$ cat config.mk
export PLATFORM = sky130hd
export DESIGN_NAME = bm_inference_scheduler
export DESIGN_NICKNAME = d
export VERILOG_FILES = /design/src/rtl/bm_pkg.sv /design/src/rtl/bm_inference_scheduler_counter.sv /design/src/rtl/bm_inference_scheduler.sv
export SDC_FILE = /design/constraint.sdc
export NUM_CORES = 1
export LEC_CHECK = 0
export ABC_AREA = 1
export CORE_ASPECT_RATIO = 0.9
export CORE_MARGIN = 10
export CORE_UTILIZATION = 45
export DETAILED_ROUTE_END_ITERATION = 8
export PLACE_DENSITY = 0.7
export RECOVER_POWER = 25
export SETUP_SLACK_MARGIN = 0.4
export SKIP_LAST_GASP = 1
export SYNTH_ARGS = -nofsm -noshare
export SYNTH_HDL_FRONTEND = slang
export SYNTH_SLANG_ARGS = --single-unit
$ cat constraint.sdc
create_clock -name clk -period 6.5 [get_ports clk]
set_clock_uncertainty 0.1 [all_clocks]
set_input_delay 1.3 -clock clk [delete_from_list [all_inputs] [get_ports clk]]
set_output_delay 1.3 -clock clk [all_outputs]
set_load 0.03 [all_outputs]
$ cat src/rtl/bm_pkg.sv
// bm_pkg: states, control bundle and constants shared by the
// Bayesian memristor inference scheduler.
package bm_pkg;

  localparam int BM_NUM_CLASSES = 4;
  localparam int BM_OBS_W = 9;

  typedef enum logic [3:0] {
    IDLE,
    SEED,
    RESEED,
    SETUP,
    PRECHARGE,
    PULSE,
    OFF,
    SAMPLE,
    DONE
  } bm_state_t;

  typedef struct packed {
    logic       cbl;
    logic       cblen;
    logic       csl;
    logic       cwl;
    logic       inference;
    logic       load_seed;
    logic       read_1;
    logic       read_8;
    logic       load_mem;
    logic       read_out;
    logic       stoch_log;
    logic [7:0] col;
    logic [7:0] row;
    logic [7:0] seeds;
  } bm_ctrl_t;

  // Fibonacci LFSR, taps 8,6,5,4
  function automatic logic [7:0] lfsr_next(input logic [7:0] q);
    return {q[6:0], q[7] ^ q[5] ^ q[4] ^ q[3]};
  endfunction

endpackage

$ cat src/rtl/bm_inference_scheduler_counter.sv
// bm_class_counter: per-class saturating vote counters with a
// registered argmax (ties resolve to the lowest class index).
import bm_pkg::*;

module bm_class_counter #(
  parameter int COUNT_W = 16
) (
  input  logic                                      clk,
  input  logic                                      rst_n,
  input  logic                                      clear,
  input  logic                                      inc_en,
  input  logic [BM_NUM_CLASSES-1:0]                 bits,
  input  logic                                      latch,
  output logic [BM_NUM_CLASSES-1:0][COUNT_W-1:0]    counts,
  output logic [1:0]                                argmax
);

  logic [1:0] best;

  always_comb begin
    best = '0;
    for (int c = 1; c < BM_NUM_CLASSES; c++)
      if (counts[c] > counts[best]) best = 2'(c);
  end

  always_ff @(posedge clk or negedge rst_n) begin
    if (!rst_n) begin
      counts <= '0;
      argmax <= '0;
    end else begin
      if (clear) begin
        counts <= '0;
      end else if (inc_en) begin
        for (int c = 0; c < BM_NUM_CLASSES; c++)
          if (counts[c] != '1)
            counts[c] <= counts[c] + COUNT_W'(bits[c]);
      end
      if (latch) argmax <= best;
    end
  end

endmodule

$ cat src/rtl/bm_inference_scheduler.sv
// bm_inference_scheduler: iterated stochastic inference sequencer.
// Define BM_LFSR_SEED_EN to reseed from an internal LFSR each iteration.
import bm_pkg::*;

module bm_inference_scheduler #(
  parameter int PULSE_CYCLES = 2,
  parameter int COUNT_W = 16
) (
  input  logic                                     clk,
  input  logic                                     rst_n,
  input  logic                                     start,
  input  logic                                     abort,
  input  logic [COUNT_W-1:0]                       iterations,
  input  logic [BM_NUM_CLASSES-1:0][BM_OBS_W-1:0]  obs,
  input  logic [7:0]                               seed,
  output logic                                     busy,
  output logic                                     done,
  output logic [BM_NUM_CLASSES-1:0][COUNT_W-1:0]   counts,
  output logic [1:0]                               argmax,
  output logic                                     CBL,
  output logic                                     CBLEN,
  output logic                                     CSL,
  output logic                                     CWL,
  output logic                                     inference,
  output logic                                     load_seed,
  output logic                                     read_1,
  output logic                                     read_8,
  output logic                                     load_mem,
  output logic                                     read_out,
  output logic                                     stoch_log,
  output logic [7:0]                               adr_full_col,
  output logic [7:0]                               adr_full_row,
  output logic [7:0]                               seeds,
  input  logic [BM_NUM_CLASSES-1:0]                bit_out
);

  localparam int PW = (PULSE_CYCLES > 1) ? $clog2(PULSE_CYCLES) : 1;
  localparam logic [PW-1:0] P_LAST = PW'(PULSE_CYCLES - 1);

  bm_state_t state, nxt;
  logic [1:0]         k;
  logic [PW-1:0]      pcnt;
  logic [COUNT_W-1:0] it;
  logic [COUNT_W-1:0] iter_reg;
  logic [7:0]         seed_reg;
  logic [BM_NUM_CLASSES-1:0][BM_OBS_W-1:0] obs_reg;
  logic               go;
  logic               last_it;
  bm_ctrl_t           ctrl;

  assign go = (state == IDLE) && start && !abort;
  // it+1 never wraps: it stays below iter_reg
  assign last_it = (it + 1'b1) == iter_reg;

  always_comb begin
    nxt = state;
    unique case (state)
      IDLE:      if (start) nxt = SEED;
      SEED:      nxt = (iter_reg == '0) ? DONE : SETUP;
      RESEED:    nxt = SETUP;
      SETUP:     nxt = PRECHARGE;
      PRECHARGE: nxt = PULSE;
      PULSE:     if (pcnt == P_LAST) nxt = OFF;
      OFF:       nxt = (k == 2'd3) ? SAMPLE : SETUP;
      SAMPLE: begin
        if (last_it) nxt = DONE;
`ifdef BM_LFSR_SEED_EN
        else nxt = RESEED;
`else
        else nxt = SETUP;
`endif
      end
      DONE:      nxt = IDLE;
      default:   nxt = IDLE;
    endcase
    if (abort) nxt = IDLE;
  end

  always_ff @(posedge clk or negedge rst_n) begin
    if (!rst_n) begin
      state    <= IDLE;
      k        <= '0;
      pcnt     <= '0;
      it       <= '0;
      iter_reg <= '0;
      seed_reg <= '0;
      obs_reg  <= '0;
    end else begin
      state <= nxt;
      pcnt  <= (state == PULSE && nxt == PULSE) ? pcnt + 1'b1 : '0;
      if (go) begin
        obs_reg  <= obs;
        seed_reg <= seed;
        iter_reg <= iterations;
        k        <= '0;
        it       <= '0;
      end
      if (state == OFF && k != 2'd3) k <= k + 1'b1;
      if (state == SAMPLE) begin
        k  <= '0;
        it <= it + 1'b1;
      end
    end
  end

`ifdef BM_LFSR_SEED_EN
  logic [7:0] lfsr;

  always_ff @(posedge clk or negedge rst_n) begin
    if (!rst_n) lfsr <= 8'h01;
    else if (go) lfsr <= (seed == 8'h00) ? 8'h01 : seed;
    else if (state == RESEED) lfsr <= lfsr_next(lfsr);
  end
`endif

  always_comb begin
    ctrl = '0;
    if (state inside {SETUP, PRECHARGE, PULSE, OFF}) begin
      ctrl.col = {k, 3'b000, obs_reg[k][2:0]};
      ctrl.row = {2'b00, obs_reg[k][8:3]};
    end
    unique case (state)
      SEED: begin
        ctrl.load_seed = 1'b1;
        ctrl.seeds     = seed_reg;
      end
      RESEED: begin
        ctrl.load_seed = 1'b1;
`ifdef BM_LFSR_SEED_EN
        ctrl.seeds     = lfsr;
`endif
      end
      PRECHARGE: begin
        ctrl.csl       = 1'b1;
        ctrl.cwl       = 1'b1;
        ctrl.read_8    = 1'b1;
        ctrl.stoch_log = 1'b1;
      end
      PULSE: begin
        ctrl.cwl       = 1'b1;
        ctrl.read_8    = 1'b1;
        ctrl.stoch_log = 1'b1;
      end
      OFF: begin
        ctrl.inference = 1'b1;
        ctrl.read_8    = 1'b1;
        ctrl.stoch_log = 1'b1;
      end
      SAMPLE: begin
        ctrl.read_out  = 1'b1;
        ctrl.inference = 1'b1;
        ctrl.stoch_log = 1'b1;
      end
      default: ;
    endcase
  end

  assign busy         = (state != IDLE);
  assign done         = (state == DONE);
  assign CBL          = ctrl.cbl;
  assign CBLEN        = ctrl.cblen;
  assign CSL          = ctrl.csl;
  assign CWL          = ctrl.cwl;
  assign inference    = ctrl.inference;
  assign load_seed    = ctrl.load_seed;
  assign read_1       = ctrl.read_1;
  assign read_8       = ctrl.read_8;
  assign load_mem     = ctrl.load_mem;
  assign read_out     = ctrl.read_out;
  assign stoch_log    = ctrl.stoch_log;
  assign adr_full_col = ctrl.col;
  assign adr_full_row = ctrl.row;
  assign seeds        = ctrl.seeds;

  bm_class_counter #(
    .COUNT_W (COUNT_W)
  ) u_counter (
    .clk    (clk),
    .rst_n  (rst_n),
    .clear  (go),
    .inc_en ((state == SAMPLE) && !abort),
    .bits   (bit_out),
    .latch  (state == DONE),
    .counts (counts),
    .argmax (argmax)
  );

endmodule

Word-level counts from Yosys, hierarchy flattened

Cells that the tools add are included.

Flip-flop bits (word level): 149
Input port bits: 68
Output and inout port bits: 103

Add/sub/neg operators: 7
Magnitude comparators: 6
Equality and inequality tests: 16
Multiplexer cells: 37
Reduce and logical (&&, ||, !) cells: 26

Operators with widths:

| kind                                                                          | count |
|---|---|
| 16-bit 2-to-1 mux                                                             | 9 |
| 64-bit 2-to-1 mux                                                             | 2 |
| 16-bit by 1-bit adder with 16-bit output                                      | 4 |
| 16-bit binary-select mux with 2-bit select                                    | 2 |
| 16-bit != test (second input constant)                                        | 4 |
| 16-bit > comparator                                                           | 3 |
| 4-bit case mux with 8 select lines                                            | 1 |
| 4-bit by 3-bit equality test with 1-bit output (second input constant)        | 5 |
| 4-bit 2-to-1 mux                                                              | 5 |
| 9-bit binary-select mux with 2-bit select                                     | 1 |
| 16-bit by 1-bit adder with 16-bit output (second input constant)              | 1 |
| 16-bit equality test                                                          | 1 |
| 16-bit logical NOT                                                            | 1 |
| 2-bit nonzero test                                                            | 6 |
| 2-bit 2-to-1 mux                                                              | 5 |
| 1-bit 2-to-1 mux                                                              | 9 |
| 9-bit 2-to-1 mux                                                              | 1 |
| 4-bit by 2-bit equality test with 1-bit output (second input constant)        | 2 |
| 8-bit 2-to-1 mux                                                              | 1 |
| 2-bit AND reduction                                                           | 4 |
| 4-bit nonzero test                                                            | 2 |
| 2-bit by 3-bit less-than comparator with 1-bit output (second input constant) | 2 |
| 2-bit OR reduction                                                            | 3 |
| 1-bit logical AND                                                             | 5 |
| 13 further kinds                                                              | 13 |

Depth between registers and ports, before layout

Depth after elaboration: 10
Gate-level depth with buffers: 35
Mapped depth without buffers: 34

Modules after synthesis

Synthesis repeated with hierarchy kept, for this count alone.

Cell total of the unflattened synthesis: 1,399
Area, all modules: 10,078.4 um^2

By module, submodules not included:

| module                 | times used | cells each | area an instance (um^2) | sequential area each (um^2) |
|---|---|---|---|---|
| bm_class_counter       | 1          | 791        | 5,641.7                 | 1,651.6 |
| bm_inference_scheduler | 1          | 608        | 4,436.8                 | 2,077.0 |

Worst setup path before layout

No wires, ideal clock.

Kind: register to register
From: register u_counter.counts[11] (netlist name)
To: register u_counter.argmax[0]
Setup time: 0.128 ns
Data arrival time: 4.589 ns
Required time: 6.272 ns
Path slack: 1.683 ns
Cell stages (with the launch flop): 33
Path buffers: 3
Period minus slack after synthesis: 4.817 ns
Cells stage by stage: dfrtp_1 > clkbuf_1 > inv_1 > ha_1 > nand2_1 > inv_1 > nand3_1 > a31o_2 > o211a_1 > nand2_2 > nand2_1 > buf_2 > nand2_1 > and2_1 > ha_1 > a21o_1 > nand3_1 > a21oi_1 > nor4_1 > nand2_1 > nand2_1 > clkbuf_1 > o21ai_0 > ha_1 > nand2_1 > inv_1 > nand2_1 > o211a_1 > nor2_1 > o21ai_0 > nand2_1 > a21boi_0 > a21oi_1

Cells in the longest elaborated chain, start to end: 10

RTL lines:

| element                                    | RTL line                             | source |
|---|---|---|
| start: declaration                         | bm_inference_scheduler_counter.sv:14 | `output logic [BM_NUM_CLASSES-1:0][COUNT_W-1:0] counts,` |
| start signal: indexed assignment           | bm_inference_scheduler_counter.sv:36 | `counts[c] <= counts[c] + COUNT_W'(bits[c]);` |
| 16-bit > comparator                        | bm_inference_scheduler_counter.sv:23 | `if (counts[c] > counts[best]) best = 2'(c);` |
| 1-bit 2-to-1 mux                           | bm_inference_scheduler_counter.sv:23 |  |
| 16-bit binary-select mux with 2-bit select | bm_inference_scheduler_counter.sv:23 |  |
| 16-bit 2-to-1 mux (not written as such)    | bm_inference_scheduler_counter.sv:23 |  |
| 16-bit > comparator                        | bm_inference_scheduler_counter.sv:23 |  |
| 2-bit 2-to-1 mux                           | bm_inference_scheduler_counter.sv:23 |  |
| 16-bit binary-select mux with 2-bit select | bm_inference_scheduler_counter.sv:23 |  |
| 16-bit 2-to-1 mux (not written as such)    | bm_inference_scheduler_counter.sv:23 |  |
| 16-bit > comparator                        | bm_inference_scheduler_counter.sv:23 |  |
| 2-bit 2-to-1 mux (*)                       | bm_inference_scheduler_counter.sv:23 |  |
| end signal: assignment                     | bm_inference_scheduler_counter.sv:38 | `if (latch) argmax <= best;` |
| end: declaration                           | bm_inference_scheduler_counter.sv:15 | `output logic [1:0] argmax` |

Every way passes the cells marked *; elsewhere a longest branch is shown, timed or not. The select of a mux whose other input is x is not followed.
A chain may end at the register's enable or synchronous reset.

Final worst setup path

From: register u_counter.counts[15] (netlist name)
To: register u_counter.argmax[1]

The elaborated chain is that of the path after synthesis.

==> results by stage <==
Final layout:
- The number of flip-flops in the largest register is 64.
- The area growth from synthesis to layout is 24.8%.
- With fillers left out, the area of the finished cells amounts to 12,200 µm².
- The count of filler cells inserted in the layout is 2,055.
- The non-filler instance count after layout is 1,791.
- Of the cells placed in the final design, the portion with a size suffix greater than 1 is 5.54%.
- At the end of the flow, the number of nets in the layout was 1,612.

GRT:
- For this run the aggregate overflow at the end of global routing stands at 0.
- The total routing resource utilization after global routing is 21.1%.
- The via count of the first global-routing pass is 9,263.
- The largest net degree at the start of global routing is 101.
- The number of antenna violations at the first check in global routing is 1.
- The wire length of the first global-routing pass is 48.7 mm.

STA:
- The number of hold violations in the final report is 0.
- The final-layout worst hold slack is 0.353 ns.
- For the pin with the worst max-slew slack, the measured transition is 4.24 ns.
- The share of the clock period used by the worst path after layout is 83.3%.
- Setup repair after global routing left no endpoint under its margin.
- The number of pins with negative max-slew slack in the final report is 94.
- Static timing analysis puts the maximum clock frequency at 0.185 GHz.
- The final critical-path required period is 5.42 ns.
- The count of endpoints failing setup in the final report is 0.
- The worst-case headroom to the max-slew limit is -183%.
- The final-layout setup total negative slack is 0 ns.

Run:
- The number of max-capacitance violations reported is 1.

Clock network:
- In this run, CTS created clock tree buffers numbering 17.
- The number of levels the H-tree was split into is 4.
- The worst-skew pair later-pin latency is 0.42 ns.
- Clock-pin slew was measured on the worst setup and hold paths at 0.07 ns.
- Counting along the longest clock path gives a buffer depth of 2.
- Counting every sink on the clock net gives 149.
- The clock root buffer master is sky130_fd_sc_hd__clkbuf_16.
- TritonCTS built the clock tree.
- The hold buffer count at CTS is 0.

Power:
- The total leakage power is 0.00556 µW.
- IR analysis of the VDD net gives a maximum drop of 0.000208 V.
- Power spread over the standard cell area amounts to 367 nW/µm².
- The completed layout was analyzed and its total power is 4470 µW.

Critical path:
- The maximum fanout encountered on the critical timing path is 34.
- Tracing the worst setup path back leads to its startpoint at u_counter.counts[15].
- The standard cell with the maximum stage delay on the critical path is sky130_fd_sc_hd__dfrtp_1.
- For the worst flop-to-flop path, the logic depth is 30.
- The critical path arrival is 5.60 ns.
- For this run, the slowest stage of the critical path takes 0.47 ns.
- The critical path is of the register to register type.
- The required time of the critical path is 6.68 ns.
- The worst setup path endpoint is u_counter.argmax[1].
- Setup slack on the worst reg-to-reg path comes out at 1.08 ns.
- The endpoint kind of the worst setup timing path is a register.
- The startpoint of the lowest-slack register-to-register path is u_counter.counts[15].
- The most repeated library cell on the critical path is sky130_fd_sc_hd__nand2_1.
- The kind of start point of the critical path is a register.
- The capture instance of the worst register-to-register path is u_counter.argmax[1].

Logic synthesis:
- Yosys mapped a number of flops with a built-in enable equal to 0.
- By area the synthesized netlist is led by sky130_fd_sc_hd__dfrtp_1 38%, sky130_fd_sc_hd__nand2_1 14%, sky130_fd_sc_hd__ha_1 7.4%, sky130_fd_sc_hd__nand3_1 6.0%, sky130_fd_sc_hd__inv_1 5.6%.
- After synthesis the netlist holds a flip-flop and latch count of 149.
- The count of mapped cells out of synthesis is 1,336.
- The proportion of register bits with asynchronous set or reset after synthesis is 100%.
- During synthesis, Yosys emitted a total of 0 warnings.
- The most frequently used flop master after synthesis is sky130_fd_sc_hd__dfrtp_1.
- The synthesized design devotes to its leading area cell type 38.2% of total area.
- The mapped netlist covers 9770 µm².
- A synthesized cell averages 7.31 µm².
- The unique cell type count in the Yosys netlist is 49.
- Summed over all instances, the cell type with the most area after synthesis is sky130_fd_sc_hd__dfrtp_1.
- Sequential elements use 38.2% of the synthesized area.

Placement:
- At the end of routability-driven placement, the weighted congestion stood at 0.969.
- The number of instances in the placed design is 1,758.
- The wire-length estimate of the detail-placed layout is 22.7 mm.
- The count of port buffers added during placement is 161.
- The cell area after placement is 11,600 µm².

Floorplanning:
- The horizontal die dimension is 175 µm.
- For this configuration, the core starts out at a cell density of 45.4%.
- The die height is 160 µm.
- The full die area is 28,000 µm².
- The core area is 21,500 µm².
- After floorplanning, the core was divided into 51 placement rows.
- 171 I/O pins were placed.

Routing:
- The post-detailed-route count of antenna-violating nets is 0.
- The average routed wire per standard cell is 16.9 µm.
- The pre-antenna-repair detailed-routing pass consisted of 5 iterations.
- The overall via count from detail_route is 9,622.
- For this run, design rule violations remaining after detail routing come to 0.
- The via density per instance is 5.37.
- After detailed routing, the total wire length is 30.2 mm.
- The iteration-0 DRC count of the detailed router is 817.

Outcome:
- The flow ran to the end, but the final reports show violations.
- The checks that failed: max-capacitance violations, max-slew violations.

Min path:
- The depth of the worst hold-timing path is 1.
- The min-delay analysis places its worst path in the category register to register.
stage by stage:
| stage | util (%) | setup WS (ns) |
|---|---|---|
| finish | 56.7 | 1.08 |
| global route | 56.7 | 0.565 |
| CTS | 56.7 | 0.785 |
| detailed placement | 54.0 | 0.861 |
| global placement | 54.0 | 0.968 |
| floorplan | - | 1.68 |
how the worst min path moves through the flow:
stage / endpoint / from / slack [ns]
floorplan: pcnt / pcnt / 0.33
global placement: pcnt / pcnt / 0.34
detailed placement: pcnt / pcnt / 0.34
CTS: pcnt / pcnt / 0.35
global route: obs_reg[19] / obs_reg[19] / 0.40
finish: pcnt / pcnt / 0.35
cells by family (layout without fill, tap and decap cells):
logic type | Yosys count | after routing | synth area share [%]
simple gates | 698 | 698 | 32.3
flops | 149 | 149 | 38.2
other cells | 1 | 10 | 0.0384
compound gates | 208 | 208 | 11.7
fa+ha+maj | 58 | 58 | 7.43
xor+xnor | 24 | 24 | 2.15
buf+inv | 198 | 353 | 8.24
power by group:
part	internal, µW	total [µW]	switching, µW
Clock	555	968	413
Combinational	773	2200	1420
Sequential	1140	1310	161
Yosys cell counts (17+ instances only):
library cell / n
sky130_fd_sc_hd__a21oi_1: 50
sky130_fd_sc_hd__clkbuf_1: 23
sky130_fd_sc_hd__dfrtp_1: 149
sky130_fd_sc_hd__ha_1: 58
sky130_fd_sc_hd__inv_1: 147
sky130_fd_sc_hd__nand2_1: 354
sky130_fd_sc_hd__nand3_1: 118
sky130_fd_sc_hd__nand4_1: 34
sky130_fd_sc_hd__nor2_1: 103
sky130_fd_sc_hd__nor3_1: 23
sky130_fd_sc_hd__o21ai_0: 106
sky130_fd_sc_hd__o22ai_1: 17
sky130_fd_sc_hd__xor2_1: 19
layout make-up:
| type | count | area, µm² | area share (%) |
|---|---|---|---|
| flip-flops and latches | 149 | 3730 | 30.6 |
| well taps | 291 | 364 | 2.99 |
| inverters | 150 | 564 | 4.63 |
| clock buffers | 20 | 457 | 3.75 |
| clock inverters | 12 | 120 | 0.986 |
| multi-input cells | 997 | 5270 | 43.2 |
| repair buffers | 171 | 1690 | 13.8 |
| diodes | 1 | 2.50 | 0.0205 |
per-layer routing:
metal  GRT usage, %  routed length, µm  vias up  part of all wire (%)
li1               -                  -     4730                     -
met1           27.8              13500     4516                    45
met2           33.3              13900      347                    46
met3           5.45               2390       29                   7.9
met4           6.51                476        0                   1.6
met5              0                  0        -                     0
worst max-delay path, delay by kind of cell, from the launching register on:
family	cells	cell delay [ns]
buffers and inverters	3	0.22
flip-flops	1	0.47
adder cells (fa/ha/maj)	3	0.81
AND/OR/NAND/NOR	15	2.37
AO/OA/AOI/OAI	9	1.32
cell usage in the layout (no fill, tap or decap), types with 15 or more instances in the layout:
| cell | Yosys | routed |
|---|---|---|
| sky130_fd_sc_hd__nand4_1 | 34 | 34 |
| sky130_fd_sc_hd__ha_1 | 58 | 58 |
| sky130_fd_sc_hd__o22ai_1 | 17 | 17 |
| sky130_fd_sc_hd__clkbuf_16 | 0 | 17 |
| sky130_fd_sc_hd__o21ai_0 | 106 | 106 |
| sky130_fd_sc_hd__inv_1 | 147 | 146 |
| sky130_fd_sc_hd__clkdlybuf4s50_1 | 0 | 159 |
| sky130_fd_sc_hd__and2_1 | 16 | 16 |
| sky130_fd_sc_hd__nor2_1 | 103 | 104 |
| sky130_fd_sc_hd__o31ai_1 | 15 | 15 |
| sky130_fd_sc_hd__nand2_1 | 354 | 353 |
| sky130_fd_sc_hd__a21oi_1 | 50 | 50 |
| sky130_fd_sc_hd__dfrtp_1 | 149 | 149 |
| sky130_fd_sc_hd__nand3_1 | 118 | 118 |
| sky130_fd_sc_hd__nor3_1 | 23 | 23 |
| sky130_fd_sc_hd__xor2_1 | 19 | 19 |
timing repair:
action	CTS	global route
setup endpoints to repair	0	2
buffers inserted	0	0
resized for setup	0	1
Note: power is estimated with default switching activity, not from simulation.
